### config.mk
export PLATFORM = sky130hd
export DESIGN_NAME = quick_spi_slave_flat
export DESIGN_NICKNAME = d
export VERILOG_FILES = /design/src/rtl/quick_spi_if.sv /design/src/rtl/quick_spi_slave.sv /design/src/flat_wrapper.sv
export SDC_FILE = /design/constraint.sdc
export NUM_CORES = 1
export LEC_CHECK = 0
export BUFFER_PORTS_ARGS = -buffer_cell sky130_fd_sc_hd__buf_4
export CAP_MARGIN = 20
export CORE_MARGIN = 8
export CORE_UTILIZATION = 50
export CTS_BUF_LIST = sky130_fd_sc_hd__clkbuf_8
export DETAILED_ROUTE_END_ITERATION = 12
export GPL_TIMING_DRIVEN = 0
export HOLD_SLACK_MARGIN = 0.06
export PLACE_DENSITY = 0.71
export SLEW_MARGIN = 40
export SYNTH_ARGS = -nofsm -noshare
export SYNTH_HDL_FRONTEND = slang
export SYNTH_SLANG_ARGS = --single-unit
### constraint.sdc
create_clock -name clk -period 4.7 [get_ports clk]
set_input_delay 0 -clock clk [delete_from_list [all_inputs] [get_ports clk]]
set_output_delay 0 -clock clk [all_outputs]
set_load 0.02 [all_outputs]
### src/rtl/quick_spi_if.sv
// SPI pin bundle shared by the quick SPI master and responder.
interface quick_spi_if;
    logic sclk;
    logic ss_n;
    logic mosi;
    logic miso;

    modport master (output sclk, output ss_n, output mosi, input miso);
    modport slave  (input sclk, input ss_n, input mosi, output miso);
endinterface

### src/rtl/quick_spi_slave.sv
// SPI responder: resynchronises the SPI pins into clk, receives one word on
// mosi while returning tx_data on miso, then ignores the master's trailing
// sclk toggles until ss_n rises.
module quick_spi_slave #(
    parameter int   DATA_WIDTH      = 8,
    parameter int   BITS_ORDER      = 1,
    parameter int   CPOL            = 0,
    parameter int   CPHA            = 0,
    parameter logic MISO_IDLE_VALUE = 1'b0
) (
    input  logic                  clk,
    input  logic                  reset_n,
    input  logic                  enable,
    quick_spi_if.slave            spi,
    input  logic [DATA_WIDTH-1:0] tx_data,
    output logic [DATA_WIDTH-1:0] rx_data,
    output logic                  rx_valid,
    output logic                  frame_error,
    output logic                  busy
);

    localparam int               CNT_W          = $clog2(DATA_WIDTH + 1);
    localparam logic [CNT_W-1:0] LAST_COUNT     = CNT_W'(DATA_WIDTH);
    localparam logic             SCLK_IDLE      = (CPOL != 0) ? 1'b1 : 1'b0;
    localparam bit               SAMPLE_ON_RISE = (CPOL == CPHA);

    typedef enum logic [1:0] {IDLE, ACTIVE, DRAIN} state_t;

    state_t                 state;
    logic [CNT_W-1:0]       bit_count;
    logic [DATA_WIDTH-1:0]  tx_shift;
    logic [DATA_WIDTH-1:0]  rx_shift;

    logic sclk_s1, sclk_s2, sclk_prev;
    logic ss_s1,   ss_s2,   ss_prev;
    logic mosi_s1, mosi_s2;

    logic [1:0] settle_cnt;
    logic       armed;

    logic sclk_rise, sclk_fall, sample_edge, shift_edge, ss_fall, ss_rise;

    // Bit of a tx word that goes out next on miso.
    function automatic logic tx_head(input logic [DATA_WIDTH-1:0] v);
        return (BITS_ORDER != 0) ? v[DATA_WIDTH-1] : v[0];
    endfunction

    // Drop the bit just presented so the following one becomes the head.
    function automatic logic [DATA_WIDTH-1:0] tx_advance(input logic [DATA_WIDTH-1:0] v);
        return (BITS_ORDER != 0) ? (v << 1) : (v >> 1);
    endfunction

    // Shift a received bit into the rx word from the side matching bit order.
    function automatic logic [DATA_WIDTH-1:0] rx_insert(input logic [DATA_WIDTH-1:0] v,
                                                        input logic b);
        logic [DATA_WIDTH-1:0] t;
        if (BITS_ORDER != 0) begin
            t = v << 1;
            t[0] = b;
        end else begin
            t = v >> 1;
            t[DATA_WIDTH-1] = b;
        end
        return t;
    endfunction

    // Two-flop synchronisers plus one previous-value stage for edge detection.
    always_ff @(posedge clk) begin
        if (!reset_n) begin
            sclk_s1   <= SCLK_IDLE;
            sclk_s2   <= SCLK_IDLE;
            sclk_prev <= SCLK_IDLE;
            ss_s1     <= 1'b1;
            ss_s2     <= 1'b1;
            ss_prev   <= 1'b1;
            mosi_s1   <= 1'b0;
            mosi_s2   <= 1'b0;
        end else begin
            sclk_s1   <= spi.sclk;
            sclk_s2   <= sclk_s1;
            sclk_prev <= sclk_s2;
            ss_s1     <= spi.ss_n;
            ss_s2     <= ss_s1;
            ss_prev   <= ss_s2;
            mosi_s1   <= spi.mosi;
            mosi_s2   <= mosi_s1;
        end
    end

    assign sclk_rise   = sclk_s2 & ~sclk_prev;
    assign sclk_fall   = ~sclk_s2 & sclk_prev;
    assign sample_edge = SAMPLE_ON_RISE ? sclk_rise : sclk_fall;
    assign shift_edge  = SAMPLE_ON_RISE ? sclk_fall : sclk_rise;
    assign ss_fall     = ~ss_s2 & ss_prev;
    assign ss_rise     = ss_s2 & ~ss_prev;

    // Frame starts are only accepted once ss_n has genuinely been seen high
    // after reset; the synchroniser reset value alone would otherwise fake a
    // falling edge when reset is released in the middle of a frame.
    always_ff @(posedge clk) begin
        if (!reset_n) begin
            settle_cnt <= 2'd0;
            armed      <= 1'b0;
        end else begin
            if (settle_cnt != 2'd3)
                settle_cnt <= settle_cnt + 2'd1;
            else if (ss_s2)
                armed <= 1'b1;
        end
    end

    // Frame state machine with registered outputs.
    always_ff @(posedge clk) begin
        if (!reset_n) begin
            state       <= IDLE;
            bit_count   <= '0;
            spi.miso    <= MISO_IDLE_VALUE;
            rx_data     <= '0;
            rx_valid    <= 1'b0;
            frame_error <= 1'b0;
            busy        <= 1'b0;
        end else begin
            rx_valid    <= 1'b0;
            frame_error <= 1'b0;
            case (state)
                IDLE: begin
                    spi.miso <= MISO_IDLE_VALUE;
                    if (ss_fall && armed && enable) begin
                        bit_count <= '0;
                        busy      <= 1'b1;
                        state     <= ACTIVE;
                        if (CPHA == 0) begin
                            spi.miso <= tx_head(tx_data);
                            tx_shift <= tx_advance(tx_data);
                        end else begin
                            tx_shift <= tx_data;
                        end
                    end
                end
                ACTIVE: begin
                    if (bit_count == LAST_COUNT) begin
                        rx_data  <= rx_shift;
                        rx_valid <= 1'b1;
                        spi.miso <= MISO_IDLE_VALUE;
                        if (ss_rise) begin
                            state <= IDLE;
                            busy  <= 1'b0;
                        end else begin
                            state <= DRAIN;
                        end
                    end else if (ss_rise) begin
                        // ss_n wins over a coincident sclk edge; the error
                        // decision uses the count before that edge.
                        frame_error <= (bit_count != '0);
                        spi.miso    <= MISO_IDLE_VALUE;
                        state       <= IDLE;
                        busy        <= 1'b0;
                    end else begin
                        if (sample_edge) begin
                            rx_shift  <= rx_insert(rx_shift, mosi_s2);
                            bit_count <= bit_count + CNT_W'(1);
                        end
                        if (shift_edge) begin
                            spi.miso <= tx_head(tx_shift);
                            tx_shift <= tx_advance(tx_shift);
                        end
                    end
                end
                DRAIN: begin
                    spi.miso <= MISO_IDLE_VALUE;
                    if (ss_rise) begin
                        state <= IDLE;
                        busy  <= 1'b0;
                    end
                end
                default: begin
                    state <= IDLE;
                    busy  <= 1'b0;
                end
            endcase
        end
    end

endmodule

### src/flat_wrapper.sv
// flat-port wrapper written by rule: the top's interface ports become plain ports
module quick_spi_slave_flat 
#(
    parameter int   DATA_WIDTH      = 8,
    parameter int   BITS_ORDER      = 1,
    parameter int   CPOL            = 0,
    parameter int   CPHA            = 0,
    parameter logic MISO_IDLE_VALUE = 1'b0
)
  (clk, reset_n, enable, tx_data, rx_data, rx_valid, frame_error, busy, spi_sclk, spi_ss_n, spi_mosi, spi_miso);
  quick_spi_if spi_i ();
  input  logic clk;
  input  logic reset_n;
  input  logic enable;
  input  logic [DATA_WIDTH-1:0] tx_data;
  output logic [DATA_WIDTH-1:0] rx_data;
  output logic rx_valid;
  output logic frame_error;
  output logic busy;
  input wire logic [$bits(spi_i.sclk)-1:0] spi_sclk;
  input wire logic [$bits(spi_i.ss_n)-1:0] spi_ss_n;
  input wire logic [$bits(spi_i.mosi)-1:0] spi_mosi;
  output wire logic [$bits(spi_i.miso)-1:0] spi_miso;
  assign spi_i.sclk = spi_sclk;
  assign spi_i.ss_n = spi_ss_n;
  assign spi_i.mosi = spi_mosi;
  assign spi_miso = spi_i.miso;
  quick_spi_slave #(.DATA_WIDTH(DATA_WIDTH), .BITS_ORDER(BITS_ORDER), .CPOL(CPOL), .CPHA(CPHA), .MISO_IDLE_VALUE(MISO_IDLE_VALUE)) u_core (.clk(clk), .reset_n(reset_n), .enable(enable), .spi(spi_i), .tx_data(tx_data), .rx_data(rx_data), .rx_valid(rx_valid), .frame_error(frame_error), .busy(busy));
endmodule
==> impl_table.tex <==
\begin{tabular}{lr}
\hline
Metric & Value \\
\hline
\multicolumn{2}{l}{\textbf{Status}} \\
Run status & finished, final reports clean \\
\multicolumn{2}{l}{\textbf{Routing}} \\
Detailed-route wire length per cell & $\sim$15 um \\
1st-pass router iterations & 4 \\
DRC violation count after routing & 0 \\
Remaining number of nets flagged by the antenna check after routing & 0 \\
Detail-routed via count per cell & roughly 5.5 \\
Total via count in the routed design & between 1,000 and 1,500 \\
Number of DRC markers in iteration 0 & 62 \\
Total detailed-routing wirelength & approximately 4.0 mm \\
\multicolumn{2}{l}{\textbf{Finish}} \\
\# nets final & about 240 \\
Post-synthesis to final-layout area growth & 27.11\% \\
Antenna cell count & 0 \\
Proportion of layout cells with a drive suffix above 1 & between 20\% and 30\% \\
Commonest non-fill, non-tap cell in the layout & sky130\_fd\_sc\_hd\_\_dfxtp\_1 \\
Register cell area after layout & 0.001031 mm\^{}2 \\
Filler cells & between 200 and 300 \\
Most used cells in the layout excluding fill and tap cells & sky130\_fd\_sc\_hd\_\_dfxtp\_1, sky130\_fd\_sc\_hd\_\_buf\_4, sky130\_fd\_sc\_hd\_\_nand2\_1, sky130\_fd\_sc\_hd\_\_a21oi\_1, sky130\_fd\_sc\_hd\_\_edfxtp\_1 \\
Area of the multi-input gates & $\sim$770 um\^{}2 \\
\multicolumn{2}{l}{\textbf{Logic synthesis}} \\
Proportion of register bits with asynchronous set or reset after synthesis & 0\% \\
Share of the yosys chip area belonging to registers & 56.13\% \\
Number of warnings printed during yosys synthesis & 0 \\
Main flop type after synthesis & sky130\_fd\_sc\_hd\_\_dfxtp\_1 \\
Number of flops mapped to enable cells by yosys & 15 \\
Cell count after synthesis & 173 \\
Flip-flop and latch count after synthesis & 44 \\
Yosys cell types & 38 \\
Portion of synthesized cell area occupied by the leading cell type & 31.61\% \\
Average cell area after synthesis & roughly 11 um\^{}2 \\
Area contributors post-synth & sky130\_fd\_sc\_hd\_\_dfxtp\_1, sky130\_fd\_sc\_hd\_\_edfxtp\_1, sky130\_fd\_sc\_hd\_\_ha\_1 \\
Net count of the mapped netlist & 194 \\
Cell area after synthesis & 0.001837 mm\^{}2 \\
Area leader, netlist & sky130\_fd\_sc\_hd\_\_dfxtp\_1 \\
\multicolumn{2}{l}{\textbf{Die}} \\
Height of the die & between 70 and 80 um \\
Number of standard-cell rows in the floorplan & 22 \\
Die Footprint & between 0.005 and 0.006 mm\^{}2 \\
Starting Density & between 50\% and 60\% \\
Core footprint & 0.003606 mm\^{}2 \\
Number of primary I/O pins & 26 \\
Horiz. Die Dim & roughly 77 um \\
\multicolumn{2}{l}{\textbf{Global route}} \\
Largest net degree at the start of global routing & 16 \\
Number of antenna violations at the first check in global routing & 0 \\
Total congestion overflow after global routing & 0 \\
Global Route Usage Sum & 13.55\% \\
Via count of the first global-routing pass & 1,457 \\
Wire length of the first global-routing pass & between 6 and 7 mm \\
\multicolumn{2}{l}{\textbf{Clock network}} \\
CTS tree & yes \\
Reg clk slew, reported paths & approximately 90 ps \\
Number of hold buffers added after cts & 12 \\
Number of setup buffers added after CTS & 0 \\
Maximum buffer depth of the clock tree & 2 \\
Post-CTS Resized & 0 \\
CTS H-Tree Depth & 2 \\
TritonCTS buffer count & 5 \\
Clk\_lat worst skew & approximately 300 ps \\
Clock net sink count & 44 \\
Clock tree root driver cell & sky130\_fd\_sc\_hd\_\_clkbuf\_8 \\
\multicolumn{2}{l}{\textbf{Timing}} \\
Final setup vio count & 0 \\
Maximum frequency from static timing analysis & between 400 and 500 MHz \\
Final clock period utilization by the worst path & between 40\% and 50\% \\
Unrepaired setup endpoints after global routing & no \\
Skew final & 6.046 ps \\
Pins Over Slew Limit & 0 \\
Final Hold Vio Count & 0 \\
Tightest Pin Transition & about 650 ps \\
Minimum hold slack & 91.35 ps \\
Post-layout minimum cycle time & about 2200 ps \\
Post-Route Setup TNS & 0 ps \\
Worst-case headroom to the max-slew limit & between 50\% and 60\% \\
\multicolumn{2}{l}{\textbf{Pwr}} \\
Total power consumption of the routed design & approximately 740 uW \\
Pwr Density & approximately 320 mW/mm\^{}2 \\
Worst-case vdd ir drop & 218.7 uV \\
P\_leak & 0.9079 nW \\
\multicolumn{2}{l}{\textbf{Placement}} \\
Count of port buffers added during placement & 25 \\
Final estimated routing congestion in global placement & approximately 0.86 \\
Detail Placement HPWL & around 2.7 mm \\
\multicolumn{2}{l}{\textbf{Worst setup path}} \\
Data arrival time of the critical path & 2100 ps \\
Critical path fanouts, max & 7 \\
CP startpoint kind & register \\
Worst setup path category & reg -> reg \\
Req. time, crit path & 4640 ps \\
Element type at the critical path end & register \\
\multicolumn{2}{l}{\textbf{Flow run}} \\
MaxCap Viol Count & 0 \\
\multicolumn{2}{l}{\textbf{Worst hold path}} \\
Worst hold path class & in -> reg \\
\hline
\end{tabular}
[power breakdown]
| group | total [mW] | switching [mW] | internal, mW |
|---|---|---|---|
| registers | 0.404 | 0.00466 | 0.400 |
| logic | 0.0449 | 0.0189 | 0.0260 |
| clock network | 0.292 | 0.132 | 0.160 |
[per-layer routing]
| metal | track usage (%) | wire length [um] | part of all wire [%] |
|---|---|---|---|
| met1 | 15.48 | 1625 | 41 |
| met5 | 0 | 0 | 0 |
| met2 | 22.88 | 2002 | 51 |
| met4 | 5.962 | 80 | 2.0 |
| met3 | 3.892 | 245 | 6.2 |
[Yosys cell counts (3+ instances only)]
cell                       instances
sky130_fd_sc_hd__nor3_1            4
sky130_fd_sc_hd__ha_1              7
sky130_fd_sc_hd__nor2_1            9
sky130_fd_sc_hd__a21oi_1          15
sky130_fd_sc_hd__dfxtp_1          29
sky130_fd_sc_hd__edfxtp_1         15
sky130_fd_sc_hd__clkbuf_1          4
sky130_fd_sc_hd__nand3b_1          3
sky130_fd_sc_hd__nand2b_1          6
sky130_fd_sc_hd__nand2_1          23
sky130_fd_sc_hd__inv_1             7
sky130_fd_sc_hd__o21ai_0           4
sky130_fd_sc_hd__mux2_2            6
sky130_fd_sc_hd__o31a_1            3
sky130_fd_sc_hd__and2_1            6
sky130_fd_sc_hd__nand4_1           3
[flip-flops by register name (all words and copies together), names as in the netlist]
name	count
u_core.ss_s1	1
u_core.frame_error	1
u_core.busy	1
u_core.tx_shift	7
u_core.mosi_s1	1
u_core.state	2
u_core.spi.miso	1
u_core.rx_valid	1
u_core.rx_data	8
u_core.sclk_prev	1
u_core.mosi_s2	1
u_core.ss_s2	1
u_core.ss_prev	1
u_core.bit_count	4
u_core.sclk_s2	1
u_core.settle_cnt	2
u_core.sclk_s1	1
u_core.armed	1
u_core.rx_shift	8
[worst paths after layout]
kind / start / end / slack [ps] / cells past startpoint
worst max-delay path: u_core.bit_count[0] / u_core.tx_shift[1] / 2540 / 5
worst min-delay path: tx_data[7] / u_core.spi.miso / 90 / 4
worst max register to register: u_core.bit_count[0] / u_core.tx_shift[1] / 2540 / 5
worst min register to register: u_core.mosi_s2 / u_core.rx_shift[0] / 410 / 0
[cell families after synthesis]
logic type / Yosys count / share of synthesized area, %
DFF: 44 / 56.13
xor gates and xnor gates: 1 / 0.4769
AOI/OAI and AO/OA: 30 / 10.08
and+or+nand+nor: 69 / 20.78
adders and majority gates: 7 / 4.768
muxes: 8 / 4.768
buffers and inverters: 14 / 2.997
[worst max-delay path: stages (launching register included)]
cell and delay [ps]:
sky130_fd_sc_hd__dfxtp_1 440, sky130_fd_sc_hd__inv_1 100, sky130_fd_sc_hd__ha_1 240, sky130_fd_sc_hd__and3b_1 210
sky130_fd_sc_hd__o31a_1 330, sky130_fd_sc_hd__nor4_4 490
[through the flow]
step / instance area [um^2] / util, % / instances / worst slack, ps
3_5_place_dp: 2091 / 57.98 / 246 / 2345
4_1_cts: 2326 / 64.50 / 266 / 2332
6_report: 2335 / 64.75 / 266 / 2540
2_1_floorplan: 1837 / - / 173 / 2381
5_1_grt: 2335 / 64.75 / 266 / 2430
3_3_place_gp: 2085 / 57.81 / 246 / 2114
[area by class of cell]
cell class | count | area share [%]
buffer | 6 | 1.072
clock buffer | 5 | 2.947
clock inverter | 3 | 1.983
inverter | 8 | 1.286
multi-input combinational | 115 | 32.80
sequential | 44 | 44.16
tap | 48 | 2.572
timing repair buffer | 37 | 13.18
(Power assumes the default switching activity.)
